<file path="config.mk">
export PLATFORM = sky130hd
export DESIGN_NAME = tick_timer_flat
export DESIGN_NICKNAME = d
export VERILOG_FILES = /design/src/rtl/tick_timer_pkg.sv /design/src/rtl/tick_timer_if.sv /design/src/rtl/tick_timer.sv /design/src/flat_wrapper.sv
export SDC_FILE = /design/constraint.sdc
export NUM_CORES = 1
export LEC_CHECK = 0
export ABC_CLOCK_PERIOD_IN_PS = 3400
export BUFFER_PORTS_ARGS = -buffer_cell sky130_fd_sc_hd__clkbuf_2
export CAP_MARGIN = 20
export CORE_MARGIN = 3
export CORE_UTILIZATION = 57
export DETAILED_ROUTE_END_ITERATION = 10
export HOLD_SLACK_MARGIN = 0.02
export PLACE_DENSITY = 0.85
export SYNTH_ARGS = -nofsm -noshare
export SYNTH_HDL_FRONTEND = slang
export SYNTH_SLANG_ARGS = --single-unit
</file>
<file path="constraint.sdc">
create_clock -name clk -period 3.4 [get_ports clk]
set_input_delay 0.51 -clock clk [delete_from_list [all_inputs] [get_ports clk]]
set_output_delay 0.51 -clock clk [all_outputs]
set_load 0.02 [all_outputs]
</file>
<file path="src/rtl/tick_timer_pkg.sv">
// Shared types and constants for the tick-driven interval timer.
package tick_timer_pkg;

  localparam int unsigned TT_WIDTH_DEFAULT = 8;

  // Codes 2'b10 and 2'b11 are unused and fall back to IDLE.
  typedef enum logic [1:0] {
    ST_IDLE = 2'b00,
    ST_RUN  = 2'b01
  } tt_state_t;

endpackage : tick_timer_pkg

</file>
<file path="src/rtl/tick_timer_if.sv">
// Control/status bundle between the timer and the logic that arms it.
interface tick_timer_if
  import tick_timer_pkg::*;
#(
  parameter int unsigned WIDTH = TT_WIDTH_DEFAULT
);

  logic             tick;
  logic             start;
  logic             stop;
  logic [WIDTH-1:0] period;
  logic             auto_reload;
  logic             busy;
  logic [WIDTH-1:0] count;
  logic             done;

  modport master (
    output tick, start, stop, period, auto_reload,
    input  busy, count, done
  );

  modport slave (
    input  tick, start, stop, period, auto_reload,
    output busy, count, done
  );

endinterface : tick_timer_if

</file>
<file path="src/rtl/tick_timer.sv">
// Interval timer: counts upstream ticks up to a latched period, pulses done,
// then either stops (one-shot) or restarts the interval (auto-reload).
module tick_timer
  import tick_timer_pkg::*;
#(
  parameter int unsigned WIDTH = TT_WIDTH_DEFAULT
) (
  input  logic          clk,
  input  logic          rst,
  tick_timer_if.slave   bus
);

  tt_state_t        r_state;
  logic [WIDTH-1:0] r_count;
  logic [WIDTH-1:0] r_period;
  logic             r_reload;
  logic             r_done;
  logic             r_busy;

  tt_state_t        w_state_nxt;
  logic [WIDTH-1:0] w_count_nxt;
  logic [WIDTH-1:0] w_period_nxt;
  logic             w_reload_nxt;
  logic             w_done_nxt;
  logic             w_busy_nxt;
  logic             w_terminal;
  logic             w_start_ok;

  // Latched period is never zero while running, so the subtraction cannot underflow.
  assign w_terminal = bus.tick && (r_count == (r_period - WIDTH'(1)));
  assign w_start_ok = bus.start && (bus.period != '0);

  always_ff @(posedge clk) begin
    if (rst) begin
      r_state  <= ST_IDLE;
      r_count  <= '0;
      r_period <= '0;
      r_reload <= 1'b0;
      r_done   <= 1'b0;
      r_busy   <= 1'b0;
    end else begin
      r_state  <= w_state_nxt;
      r_count  <= w_count_nxt;
      r_period <= w_period_nxt;
      r_reload <= w_reload_nxt;
      r_done   <= w_done_nxt;
      r_busy   <= w_busy_nxt;
    end
  end

  // Priority within a cycle: stop, terminal tick, plain tick, start.
  always_comb begin
    w_state_nxt  = r_state;
    w_count_nxt  = r_count;
    w_period_nxt = r_period;
    w_reload_nxt = r_reload;
    w_done_nxt   = 1'b0;

    unique case (r_state)
      ST_IDLE: begin
        if (!bus.stop && w_start_ok) begin
          w_period_nxt = bus.period;
          w_reload_nxt = bus.auto_reload;
          w_count_nxt  = '0;
          w_state_nxt  = ST_RUN;
        end
      end
      ST_RUN: begin
        if (bus.stop) begin
          w_count_nxt = '0;
          w_state_nxt = ST_IDLE;
        end else if (w_terminal) begin
          w_done_nxt  = 1'b1;
          w_count_nxt = '0;
          w_state_nxt = r_reload ? ST_RUN : ST_IDLE;
        end else if (bus.tick) begin
          w_count_nxt = r_count + WIDTH'(1);
        end
      end
      default: begin
        w_count_nxt = '0;
        w_state_nxt = ST_IDLE;
      end
    endcase

    w_busy_nxt = (w_state_nxt == ST_RUN);
  end

  assign bus.busy  = r_busy;
  assign bus.count = r_count;
  assign bus.done  = r_done;

endmodule : tick_timer

</file>
<file path="src/flat_wrapper.sv">
// flat-port wrapper written by rule: the top's interface ports become plain ports
module tick_timer_flat import tick_timer_pkg::*;
#(
  parameter int unsigned WIDTH = TT_WIDTH_DEFAULT
)
  (clk, rst, bus_tick, bus_start, bus_stop, bus_period, bus_auto_reload, bus_busy, bus_count, bus_done);
  tick_timer_if #(.WIDTH(WIDTH)) bus_i ();
  input  logic clk;
  input  logic rst;
  input wire logic [$bits(bus_i.tick)-1:0] bus_tick;
  input wire logic [$bits(bus_i.start)-1:0] bus_start;
  input wire logic [$bits(bus_i.stop)-1:0] bus_stop;
  input wire logic [$bits(bus_i.period)-1:0] bus_period;
  input wire logic [$bits(bus_i.auto_reload)-1:0] bus_auto_reload;
  output wire logic [$bits(bus_i.busy)-1:0] bus_busy;
  output wire logic [$bits(bus_i.count)-1:0] bus_count;
  output wire logic [$bits(bus_i.done)-1:0] bus_done;
  assign bus_i.tick = bus_tick;
  assign bus_i.start = bus_start;
  assign bus_i.stop = bus_stop;
  assign bus_i.period = bus_period;
  assign bus_i.auto_reload = bus_auto_reload;
  assign bus_busy = bus_i.busy;
  assign bus_count = bus_i.count;
  assign bus_done = bus_i.done;
  tick_timer #(.WIDTH(WIDTH)) u_core (.clk(clk), .rst(rst), .bus(bus_i));
endmodule
</file>
# Yosys cells after proc, flatten, opt, wreduce, memory -nomap -nowiden
# Cells that the tools add are included.
[totals]
reg_bits = 21
in_bits = 14
output_inout_bits = 10
wordCells = 34
[op_classes]
add_sub_neg = 2
eq_ne = 5
n_mux = 11
bitwise = 1
n_reduce_logical = 9
[op_table]
columns = ["op", "count"]
rows = [
  ["$mux 8", 4],
  ["$pmux 8 s2", 1],
  ["$add 8x1->8 const B", 1],
  ["$eq 8x8->1", 1],
  ["$reduce_bool 8->1", 1],
  ["$sub 8x1->8 const B", 1],
  ["$mux 2", 3],
  ["$eq 2x1->1 const B", 2],
  ["$ne 4x3->1 const B", 1],
  ["$pmux 2 s2", 1],
  ["$reduce_and 2->1", 2],
  ["$logic_and 1x1->1", 3],
  ["$reduce_or 3->1", 1],
  ["$logic_not 2->1", 1],
  ["$mux 1", 2],
  ["$ne 2x1->1 const B", 1],
  ["$logic_not 1->1", 1],
  ["$not 1->1", 1],
]

# Longest topological paths before layout
# Gate-level depths: netlist of run 1.
[logic_depth]
word_depth = 7
depth_mapped = 9
ltp_nobuf = 8

# Least setup slack after synthesis of run 1
# OpenSTA, ideal clock, no wires.
[synth_path]
path_type = "flip-flop to flip-flop"
startpoint = "register u_core.r_count[5], in the netlist u_core.bus.count[5]"
endpoint = "register u_core.r_count[3], in the netlist u_core.bus.count[3]"
setup_time_ps = 122
t_arrival_ps = 1635
t_required_ps = 3278
slack_ps = 1642
stages_incl_launch_ff = 9
n_path_buf = 2
synth_period_minus_slack_ps = 1758
path_cell_list = "dfxtp_1 buf_2 or2_0 a221o_1 nand3_1 o2111ai_2 buf_6 a32oi_1 o21ai_1"
[synth_via]
elab_chain_cells = 5
word_cells_on_any_way = 7
cone_classes = "2 x eq/ne; 3 x mux; 2 x reduce/logical"
[synth_lines]
columns = ["element", "line_no", "source"]
rows = [
  ["from (decl)", "tick_timer.sv:14", "logic [WIDTH-1:0] r_count;"],
  ["from (signal assigned)", "tick_timer.sv:43", "r_count <= w_count_nxt;"],
  ["$eq 8x8->1 (*)", "tick_timer.sv:30", "assign w_terminal = bus.tick && (r_count == (r_period - WIDTH'(1)));"],
  ["$logic_and 1x1->1 (*)", "tick_timer.sv:30", ""],
  ["$mux 8", "tick_timer.sv:72", "end else if (w_terminal) begin"],
  ["$mux 8", "tick_timer.sv:69", "if (bus.stop) begin"],
  ["$pmux 8 s2", "tick_timer.sv:59", "unique case (r_state)"],
]
# Mark *: on every way between the ends. The rest lies on a longest branch, timed or not.
# A chain may end at the register's enable or synchronous reset.

# Worst setup path in the final report of run 1
[layout_path]
startpoint = "register u_core.r_period[0]"
endpoint = "register u_core.r_count[4], in the netlist u_core.bus.count[4]"
[layout_via]
elab_chain_cells = 6
word_cells_on_any_way = 8
cone_classes = "1 x add/sub; 2 x eq/ne; 3 x mux; 2 x reduce/logical"
[layout_lines]
columns = ["element", "line_no", "source"]
rows = [
  ["from (decl)", "tick_timer.sv:15", "logic [WIDTH-1:0] r_period;"],
  ["from (signal assigned)", "tick_timer.sv:44", "r_period <= w_period_nxt;"],
  ["$sub 8x1->8 (*)", "tick_timer.sv:30", ""],
  ["$eq 8x8->1 (*)", "tick_timer.sv:30", ""],
  ["$logic_and 1x1->1 (*)", "tick_timer.sv:30", ""],
  ["$mux 8", "tick_timer.sv:72", ""],
  ["$mux 8", "tick_timer.sv:69", ""],
  ["$pmux 8 s2", "tick_timer.sv:59", ""],
]
# Marks and branches as above.

==> results of run 1 <==
## power by group through the flow
stage	Combinational, mW	Sequential (mW)	Clock (mW)
5_1_grt	0.0574	0.259	0.136
2_1_floorplan	0.0349	0.261	0
6_report	0.0506	0.257	0.122
3_3_place_gp	0.0482	0.263	0
3_5_place_dp	0.0503	0.263	0
4_1_cts	0.0505	0.257	0.126
## worst reg2reg max path, stage by stage, from the launching register on
cell and delay (ps):
dfxtp_1 460, inv_1 70, ha_1 270, xnor2_1 150, a21o_1 180, o21ai_1 130
o2111ai_2 320, nand3b_1 350, o21ai_1 110
## registers in the layout, summed over array words and instances (netlist names)
| register | count |
|---|---|
| u_core.bus.count | 8 |
| u_core.r_reload | 1 |
| u_core.r_state | 2 |
| u_core.r_period | 8 |
| u_core.bus.busy | 1 |
| u_core.bus.done | 1 |
## cell type report
| type | count | area share (%) |
|---|---|---|
| Clock buffer | 4 | 1.991 |
| Inverter | 3 | 0.8531 |
| Multi-Input combinational cell | 111 | 54.22 |
| Sequential cell | 21 | 31.85 |
| Tap cell | 25 | 2.370 |
| Timing Repair Buffer | 23 | 8.720 |
## placed cells by master (no fill, tap or decap), drive strengths merged
| master | count |
|---|---|
| clkbuf | 27 |
| or2 | 3 |
| nand4 | 4 |
| ha | 2 |
| o211ai | 1 |
| nor3b | 1 |
| nand2 | 11 |
| xnor2 | 6 |
| a211oi | 1 |
| and2b | 1 |
| xor2 | 3 |
| o32ai | 1 |
| mux2i | 9 |
| nor2b | 1 |
| a31oi | 1 |
| a22oi | 1 |
| a21o | 1 |
| nand3 | 5 |
| a32oi | 5 |
| a221o | 1 |
| a21oi | 3 |
| and3 | 1 |
| nand3b | 2 |
| nor4 | 4 |
| nor2 | 25 |
| nor4b | 2 |
| and2 | 1 |
| o2111ai | 1 |
| o21ai | 7 |
| nand2b | 2 |
| nor3 | 3 |
| dfxtp | 21 |
| o21bai | 1 |
| inv | 3 |
| conb | 1 |
## routing by layer
layer / global-route usage (%) / vias to the layer above / share of wire, % / wire length, um
li1: - / 550 / - / -
met4: 13.97 / 0 / 2.3 / 59
met5: 0 / - / 0 / 0
met3: 4.665 / 6 / 4.1 / 105
met1: 25.18 / 508 / 44 / 1133
met2: 40.77 / 25 / 50 / 1281
## cell families after synthesis
family                   Yosys count  share of synthesized area [%]
AO/OA/AOI/OAI                     24                          15.26
buffers and inverters              8                          3.521
AND/OR/NAND/NOR                   66                          28.50
multiplexers                       9                          7.684
other                              1                         0.3199
flip-flops                        21                          35.86
XOR/XNOR                           9                          6.724
adder cells (fa/ha/maj)            2                          2.134
## through the flow
step           area [um2]  util (%)  setup slack, ps  hold WS [ps]  std cells
3_5_place_dp         1294     70.34             1147         497.5        183
5_1_grt              1320     71.77             1016         444.6        187
6_report             1320     71.77             1244         428.1        187
2_1_floorplan        1172         -             1642         461.9        140
3_3_place_gp         1294     70.34             1280         490.1        183
4_1_cts              1320     71.77             1260         427.4        187
## worst max-delay path by stage
stage | start | endpoint | slack (ps) | cells after the start
3_3_place_gp | bus_stop | u_core.bus.busy | 1280 | 6
5_1_grt | u_core.r_period[0] | u_core.bus.count[5] | 1020 | 7
6_report | u_core.r_period[0] | u_core.bus.count[4] | 1240 | 8
2_1_floorplan | u_core.bus.count[5] | u_core.bus.count[3] | 1640 | 8
4_1_cts | u_core.r_period[0] | u_core.bus.count[4] | 1260 | 7
3_5_place_dp | bus_stop | u_core.bus.busy | 1150 | 6
## cells in the mapped netlist, types with 2 or more instances
cell      count  share of area [%]
a21oi_1       3                1.3
a32oi_1       5                3.7
buf_2         3                1.3
dfxtp_1      21                 36
ha_1          2                2.1
inv_1         3               0.96
mux2i_1       9                7.7
nand2_1      11                3.5
nand2b_1      2                1.1
nand3_1       5                2.1
nand3b_1      2                1.3
nand4_1       4                2.1
nor2_1       25                8.0
nor3_1        2               0.85
nor4_1        4                2.1
o21ai_1       7                3.0
or2_2         2                1.1
xnor2_1       6                4.5
xor2_1        3                2.2
==> run_results.csv, run 1 <==
group,metric,value,unit
worst_setup_path,cp_slowest_stage_delay,460,ps
detailed_routing,num_vias,1089,
worst_setup_path,slowest_stage,"dfxtp_1",
clocking,post_cts_buffers,0,
floorplan,io_pins,24,
run_status,status,"complete, no violations",
worst_setup_path,timing.rr.start,"u_core.r_period[0]",
power_and_ir_drop,switching_share,25.42,%
flow_run,cap_violations,0,
power_and_ir_drop,p_sw,0.1094,mW
worst_setup_path,rrSetupSlack,1240,ps
clocking,cts_tree,"built",
logic_synthesis,synth_ff_type,"dfxtp_1",
floorplan,row_count,15,
timing,rsz0062_at_grt,"no",
layout,register_area,420.4,um2
layout,multi_input_area,715.7,um2
logic_synthesis,yosys_warnings,0,
layout,finalNetCount,179,
global_route,antenna_found_initial,0,
worst_setup_path,worstPathCellList,"inv_1 > ha_1 > xnor2_1 > a21o_1 > o21ai_1 > o2111ai_2 > nand3b_1 > o21ai_1",
detailed_routing,dr.pass1.iters,4,
timing,setup_viol,0,
detailed_routing,via_per_inst,5.824,
worst_setup_path,worst-path-buf-inv,1,
timing,fin_crit_sh,63.41,%
logic_synthesis,syn-num-nets,156,
global_route,grt_pass1_wl,4.533,mm
logic_synthesis,synth_cells,140,
detailed_routing,ant_nets,0,
power_and_ir_drop,vdd_drop_max,0.0003202,V
clocking,ctsHoldBuffers,0,
clocking,cts_htree_levels,1,
global_route,grt-ovfl-total,0,
detailed_routing,drc,0,
detailed_routing,post_drt_wl_per_cell,13.79,um
floorplan,coreArea,1839,um2
worst_setup_path,r2r-end,"u_core.bus.count[4]",
detailed_routing,drtIter0Drc,33,
worst_setup_path,crit_path_max_fanout,12,
logic_synthesis,yosysSeqAreaShare,35.86,%
timing,drv_slew,0,
timing,fin_crit,2156,ps
worst_setup_path,crit_arrival,2360,ps
timing,clock_skew,0.8812,ps
timing,max_freq,463.8,MHz
detailed_routing,drt-total-wl,2.579,mm
power_and_ir_drop,p_seq_share,59.8,%
layout,area_growth,12.59,%
min_path,min_from,"bus_auto_reload",
place,port_buffers,23,
global_route,grt_pass1_vias,1093,
clocking,numCtsBuffers,3,
global_route,gr-usage-all-layers,23.11,%
logic_synthesis,synth_seq_cells,21,
floorplan,die_h,51.35,um
layout,drive_gt1_share,20.37,%
power_and_ir_drop,power_frac_comb,11.8,%
clocking,root_buffer,"clkbuf_4",
power_and_ir_drop,p_int,0.3209,mW
clocking,clkSinkCount,21,
min_path,holdPathEnd,"u_core.r_reload",
clocking,cts_buffer_depth,2,
logic_synthesis,syn-cell-area,1172,um2
worst_setup_path,setup.worst_path.end_class,"flop",
power_and_ir_drop,clkPwrFrac,28.4,%
worst_setup_path,crit_type,"flop to flop",
worst_setup_path,crit_top_cell,"o21ai_1",
timing,setup_tns,0,ps
power_and_ir_drop,total_power,0.4303,mW
timing,relSlewSlack,36.20,%
floorplan,start_util,63.74,%
clocking,cts.clk_slew.worst_paths,110,ps
place,gp_congestion,0.8101,
timing,tightest_slew,952.9,ps
clocking,cts-resized-gates,0,
layout,n_antenna_cell,0,
min_path,hp-class,"input pin to flop",
logic_synthesis,avgSynthCellArea,8.374,um2
power_and_ir_drop,powerDensity,326.0,nW/um2
global_route,grt_max_degree,17,
clocking,worstSkewPairLatency,310,ps
floorplan,die_area,2637,um2
logic_synthesis,synth_edf_count,0,
min_path,min_delay_path_depth,3,
logic_synthesis,async_flop_share,0,%
worst_setup_path,crit_family,"compound AO/OA/AOI/OAI gates",
power_and_ir_drop,p_leak,0.5088,nW
layout,fill_cells,152,
worst_setup_path,reg2reg_depth,8,
floorplan,dieWidth,51.35,um
worst_setup_path,crit_required,3610,ps
timing,hold_violations,0,
place,dp.final_hpwl,1.971,mm
logic_synthesis,ys_types,40,
worst_setup_path,startpoint_type,"flop",
(Power assumes the default switching activity.)
==> run 2, diff against run 1 <==
--- a/config.mk
+++ b/config.mk
@@ -5,14 +5,14 @@
 export SDC_FILE = /design/constraint.sdc
 export NUM_CORES = 1
 export LEC_CHECK = 0
-export ABC_CLOCK_PERIOD_IN_PS = 3400
+export ABC_CLOCK_PERIOD_IN_PS = 2200
 export BUFFER_PORTS_ARGS = -buffer_cell sky130_fd_sc_hd__clkbuf_2
 export CAP_MARGIN = 20
 export CORE_MARGIN = 3
-export CORE_UTILIZATION = 57
+export CORE_UTILIZATION = 53
 export DETAILED_ROUTE_END_ITERATION = 10
 export HOLD_SLACK_MARGIN = 0.02
-export PLACE_DENSITY = 0.85
+export PLACE_DENSITY = 0.8
 export SYNTH_ARGS = -nofsm -noshare
 export SYNTH_HDL_FRONTEND = slang
 export SYNTH_SLANG_ARGS = --single-unit
==> constraint.sdc (replaced) <==
create_clock -name clk -period 2.2 [get_ports clk]
set_input_delay 0.33 -clock clk [delete_from_list [all_inputs] [get_ports clk]]
set_output_delay 0.33 -clock clk [all_outputs]
set_load 0.02 [all_outputs]
==> run 2 against run 1 <==
  * Flip-flop and latch count unchanged
  * Maximum frequency increased by 7.3%
  * Utilization is 5.6 points lower
  * Count of clock-buffer cells in the layout unchanged
  * Die area increased by 6.7%
  * Sequential power increased by 55%
  * Largest cell class unchanged
==> run_results.csv, run 2 (synthesis results as in run 1) <==
group,metric,value,unit
clocking,cts_htree_levels,1,
layout,n_antenna_cell,0,
global_route,grt_pass1_wl,4.781,mm
clocking,ctsHoldBuffers,0,
timing,max_freq,497.8,MHz
worst_setup_path,worstPathCellList,"inv_1 > ha_1 > xnor2_1 > a211oi_1 > o2111ai_2 > buf_4 > nor3_1 > nor4_1",
timing,fin_crit_sh,91.31,%
global_route,antenna_found_initial,0,
place,dp.final_hpwl,1.977,mm
layout,final_cells,191,
worst_setup_path,crit_family,"compound AO/OA/AOI/OAI gates",
floorplan,die_h,53.03,um
flow_run,cap_violations,0,
timing,hold_violations,0,
floorplan,coreArea,2022,um2
worst_setup_path,cp_slowest_stage_delay,410,ps
timing,tightest_slew,961.9,ps
clocking,cts_tree,"built",
timing,clock_skew,3.495,ps
floorplan,start_util,57.98,%
timing,relSlewSlack,35.60,%
worst_setup_path,crit_required,2400,ps
place,gp_congestion,0.8479,
worst_setup_path,crit_arrival,2210,ps
detailed_routing,dr.pass1.iters,5,
worst_setup_path,worst-path-buf-inv,2,
layout,mostFrequentLayoutCells,"25 x nor2_1, 23 x clkbuf_2, 20 x dfxtp_1, 11 x nand2_1, 9 x mux2i_1",
power_and_ir_drop,p_leak,0.5184,nW
global_route,grt_max_degree,17,
place,port_buffers,23,
clocking,cts_buffer_depth,2,
floorplan,io_pins,24,
worst_setup_path,slowest_stage,"dfxtp_2",
min_path,hp-class,"input pin to flop",
floorplan,dieWidth,53.03,um
layout,finalNetCount,181,
detailed_routing,via_per_inst,5.838,
worst_setup_path,crit_path_max_fanout,12,
detailed_routing,drc,0,
worst_setup_path,setup.worst_path.end_class,"flop",
detailed_routing,drt-total-wl,2.744,mm
detailed_routing,post_drt_wl_per_cell,14.37,um
layout,layout_commonest_cell,"nor2_1",
floorplan,row_count,16,
timing,setup_viol,0,
layout,area_growth,14.19,%
run_status,status,"complete, no violations",
place,post-place-cells,186,
detailed_routing,num_vias,1115,
clocking,numCtsBuffers,3,
clocking,root_buffer,"clkbuf_4",
detailed_routing,drtIter0Drc,38,
clocking,clkSinkCount,21,
layout,drive_gt1_share,21.95,%
worst_setup_path,rrSetupSlack,190,ps
power_and_ir_drop,powerDensity,500.9,nW/um2
power_and_ir_drop,vdd_drop_max,0.0003915,V
timing,drv_slew,0,
global_route,gr-usage-all-layers,22.88,%
global_route,grt_pass1_vias,1079,
worst_setup_path,crit_type,"flop to flop",
layout,utilization,66.21,%
clocking,cts.clk_slew.worst_paths,120,ps
timing,setup_tns,0,ps
worst_setup_path,startpoint_type,"flop",
timing,fin_crit,2009,ps
clocking,worstSkewPairLatency,310,ps
detailed_routing,ant_nets,0,
timing,rsz0062_at_grt,"no",
global_route,grt-ovfl-total,0,
floorplan,die_area,2812,um2
-- run 2: cell types whose count changed in the layout (fill, tap and decap cells not counted) --
cell	before	now
buf_4	0	2
dfxtp_1	21	20
dfxtp_2	0	1
-- run 2: where the power goes --
group	switching, mW	internal [mW]	total (mW)	leakage, nW
Clock	0.120	0.0709	0.191	0.0150
Sequential	0.0107	0.388	0.398	0.171
Combinational	0.0426	0.0390	0.0816	0.333
Total	0.173	0.498	0.671	0.518
-- run 2: layer usage --
layer	part of all wire [%]	global-route usage [%]	vias to the layer above
met5	0	0	-
met1	44	27.93	536
met3	3.7	3.380	5
met4	1.5	8.085	0
met2	51	40.29	22
li1	-	-	552
-- run 2: stage by stage --
step	hold slack (ps)	power [mW]	cell area (um2)	worst slack, ps
final	249.8	0.6706	1339	191.3
after global routing	281.6	0.6965	1339	45.51
after CTS	260.8	0.6721	1338	118.3
after detailed placement	508.4	0.4870	1304	-7.802
after global placement	492.2	0.4823	1304	52.55
after floorplan	399.1	0.4578	1172	442.4
-- run 2: path summary, 6_finish.rpt --
kind	end	cells after the start	start
worst max-delay path	u_core.bus.busy	8	u_core.r_period[0]
worst min-delay path	u_core.r_reload	3	bus_auto_reload
worst max register to register	u_core.bus.busy	8	u_core.r_period[0]
worst min register to register	u_core.r_reload	2	u_core.r_reload
-- run 2: worst register-to-register path, cell delays in order, from the launching register on --
cell	delay [ps]
dfxtp_2	410
inv_1	60
ha_1	310
xnor2_1	130
a211oi_1	280
o2111ai_2	150
buf_4	210
nor3_1	250
nor4_1	90
-- run 2: layout make-up --
type / instances / area (um2)
Tap cell: 27 / 33.78
Inverter: 3 / 11.26
Sequential cell: 21 / 421.7
Multi-Input combinational cell: 111 / 715.7
Fill cell: 189 / 683.2
Timing Repair Buffer: 25 / 130.1
Clock buffer: 4 / 26.28
-- run 2: timing repair --
| action | 4_1_cts | 5_1_grt |
|---|---|---|
| gates resized for setup | 0 | 1 |
| pin swaps | 1 | 0 |
| setup buffers | 1 | 0 |
| endpoints found under the setup margin | 7 | 7 |
==> run 3, diff against run 2 <==
--- a/config.mk
+++ b/config.mk
@@ -8,7 +8,6 @@
 export ABC_CLOCK_PERIOD_IN_PS = 2200
 export BUFFER_PORTS_ARGS = -buffer_cell sky130_fd_sc_hd__clkbuf_2
 export CAP_MARGIN = 20
-export CORE_MARGIN = 3
 export CORE_UTILIZATION = 53
 export DETAILED_ROUTE_END_ITERATION = 10
 export HOLD_SLACK_MARGIN = 0.02
==> run 3 against run 2 <==
  * Clock power is 4% lower
  * Critical path depth stayed put
  * Combinational power is 3.3% higher
  * Flip-flop and latch count stayed put
  * Hold slack better by 15 ps
  * Worst setup slack worse by 12 ps
  * Clock skew is 1.5 ps lower
  * Maximum frequency is 0.57% lower
  * Sequential share of layout area is 0.56 points lower
  * Design area is 1.5% higher
  * Wire length is 10% lower
  * Global-route usage is 0.47 points lower
==> run_results.csv, run 3 (synthesis results as in run 1) <==
group,metric,value,unit
detailed_routing,post_drt_wl_per_cell,12.87,um
layout,drive_gt1_share,22.56,%
layout,register_area,420.4,um2
worst_setup_path,cp_slowest_stage_delay,440,ps
timing,setup_viol,0,
worst_setup_path,crit_type,"flop to flop",
floorplan,start_util,57.98,%
flow_run,cap_violations,0,
clocking,numCtsBuffers,3,
min_path,hp-class,"input pin to flop",
min_path,min_delay_path_depth,3,
layout,layout_commonest_cell,"nor2_1",
clocking,worstSkewPairLatency,300,ps
detailed_routing,via_per_inst,5.832,
layout,area_growth,15.90,%
timing,fin_ws,179.7,ps
clocking,cts_buffer_depth,2,
worst_setup_path,setup.worst_path.end_class,"flop",
floorplan,die_h,49.03,um
global_route,grt-ovfl-total,0,
global_route,gr-usage-all-layers,22.40,%
layout,n_antenna_cell,0,
worst_setup_path,startpoint_type,"flop",
worst_setup_path,crit_path_max_fanout,12,
place,port_buffers,23,
floorplan,row_count,16,
timing,drv_slew,0,
timing,fin_crit_sh,91.83,%
clocking,root_buffer,"clkbuf_4",
global_route,grt_pass1_vias,1007,
timing,rsz0062_at_grt,"no",
worst_setup_path,worstPathCellList,"inv_1 > ha_1 > xnor2_1 > a21o_1 > o21ai_1 > o2111ai_4 > nand3b_1 > o21ai_1",
detailed_routing,drtIter0Drc,11,
clocking,clkSinkCount,21,
worst_setup_path,crit_required,2400,ps
global_route,grt_max_degree,17,
timing,hold_violations,0,
global_route,antenna_found_initial,0,
power_and_ir_drop,vdd_drop_max,0.0003998,V
power_and_ir_drop,total_power,0.6649,mW
clocking,cts.clk_slew.worst_paths,110,ps
timing,fin_crit,2020,ps
floorplan,dieWidth,49.03,um
detailed_routing,drt-total-wl,2.459,mm
place,dp.final_hpwl,1.890,mm
worst_setup_path,slowest_stage,"dfxtp_1",
floorplan,die_area,2404,um2
detailed_routing,drc,0,
run_status,status,"complete, no violations",
detailed_routing,num_vias,1114,
detailed_routing,ant_nets,0,
global_route,grt_pass1_wl,4.264,mm
place,gp_congestion,0.7611,
worst_setup_path,crit_top_cell,"o21ai_1",
detailed_routing,dr.pass1.iters,4,
timing,clock_skew,1.949,ps
clocking,cts_htree_levels,1,
timing,setup_tns,0,ps
timing,max_freq,495.0,MHz
power_and_ir_drop,powerDensity,489.3,nW/um2
power_and_ir_drop,p_leak,0.5205,nW
worst_setup_path,crit_arrival,2220,ps
worst_setup_path,reg2reg_depth,8,
floorplan,coreArea,2022,um2
layout,mostFrequentLayoutCells,"25 x nor2_1, 23 x clkbuf_2, 21 x dfxtp_1, 11 x nand2_1, 9 x mux2i_1",
layout,finalNetCount,181,
clocking,cts_tree,"built",
floorplan,io_pins,24,
layout,fill_cells,166,
clocking,post_cts_buffers,0,
layout,multi_input_area,737.0,um2
place,dp_slack,67.02,ps
## run 3: changes by cell type in the layout (fill, tap and decap cells not counted)
cell / before / now
dfxtp_2: 1 / 0
dfxtp_1: 20 / 21
a211oi_2: 0 / 1
a211oi_1: 1 / 0
o2111ai_4: 0 / 1
o2111ai_2: 1 / 0
nor3_2: 1 / 2
nor3_1: 2 / 1
## run 3: cell type report
type / instances / area share [%]
clock buffers: 4 / 1.934
inverters: 3 / 0.8287
multi-input cells: 111 / 54.24
well taps: 27 / 2.486
repair buffers: 25 / 9.576
flip-flops and latches: 21 / 30.94
## run 3: final timing paths
kind / slack [ps] / startpoint / end
hold reg to reg: 540 / u_core.r_reload / u_core.r_reload
setup reg to reg: 180 / u_core.r_period[0] / u_core.bus.count[3]
hold / removal: 260 / bus_auto_reload / u_core.r_reload
setup / recovery: 180 / u_core.r_period[0] / u_core.bus.count[3]
## run 3: repair_timing
| item | 4_1_cts | 5_1_grt |
|---|---|---|
| gates resized for setup | 0 | 3 |
| hold buffers | 0 | 0 |
| setup endpoints to repair | 0 | 7 |
| hold endpoints to repair | 0 | 0 |
## run 3: per-stage QoR
stage	utilization [%]	hold slack [ps]	area, um2	std cells
final	67.20	264.4	1359	191
after global routing	67.20	261.3	1359	191
after CTS	66.15	267.3	1338	191
after detailed placement	64.85	503.0	1311	187
after global placement	64.85	500.5	1311	187
after floorplan	-	399.1	1172	140
## run 3: worst max-delay path, delay by kind of cell, from the launching register on
family | cells | cell delay [ps]
compound gates | 4 | 720
xor+xnor | 1 | 140
fa+ha+maj | 1 | 260
buf+inv | 1 | 70
flops | 1 | 440
simple gates | 1 | 270
## run 3: layer usage
metal | up-vias | share of wire [%] | track usage (%)
met1 | 527 | 45 | 27.53
li1 | 549 | - | -
met2 | 32 | 49 | 39.58
met4 | 0 | 1.2 | 8.333
met3 | 6 | 4.3 | 2.804
met5 | - | 0 | 0
## run 3: report_power, final
part	leakage [nW]	switching [mW]	internal, mW	total (mW)
combinational	0.335	0.0445	0.0398	0.0843
sequential	0.170	0.0102	0.388	0.398
clock	0.0150	0.112	0.0706	0.183
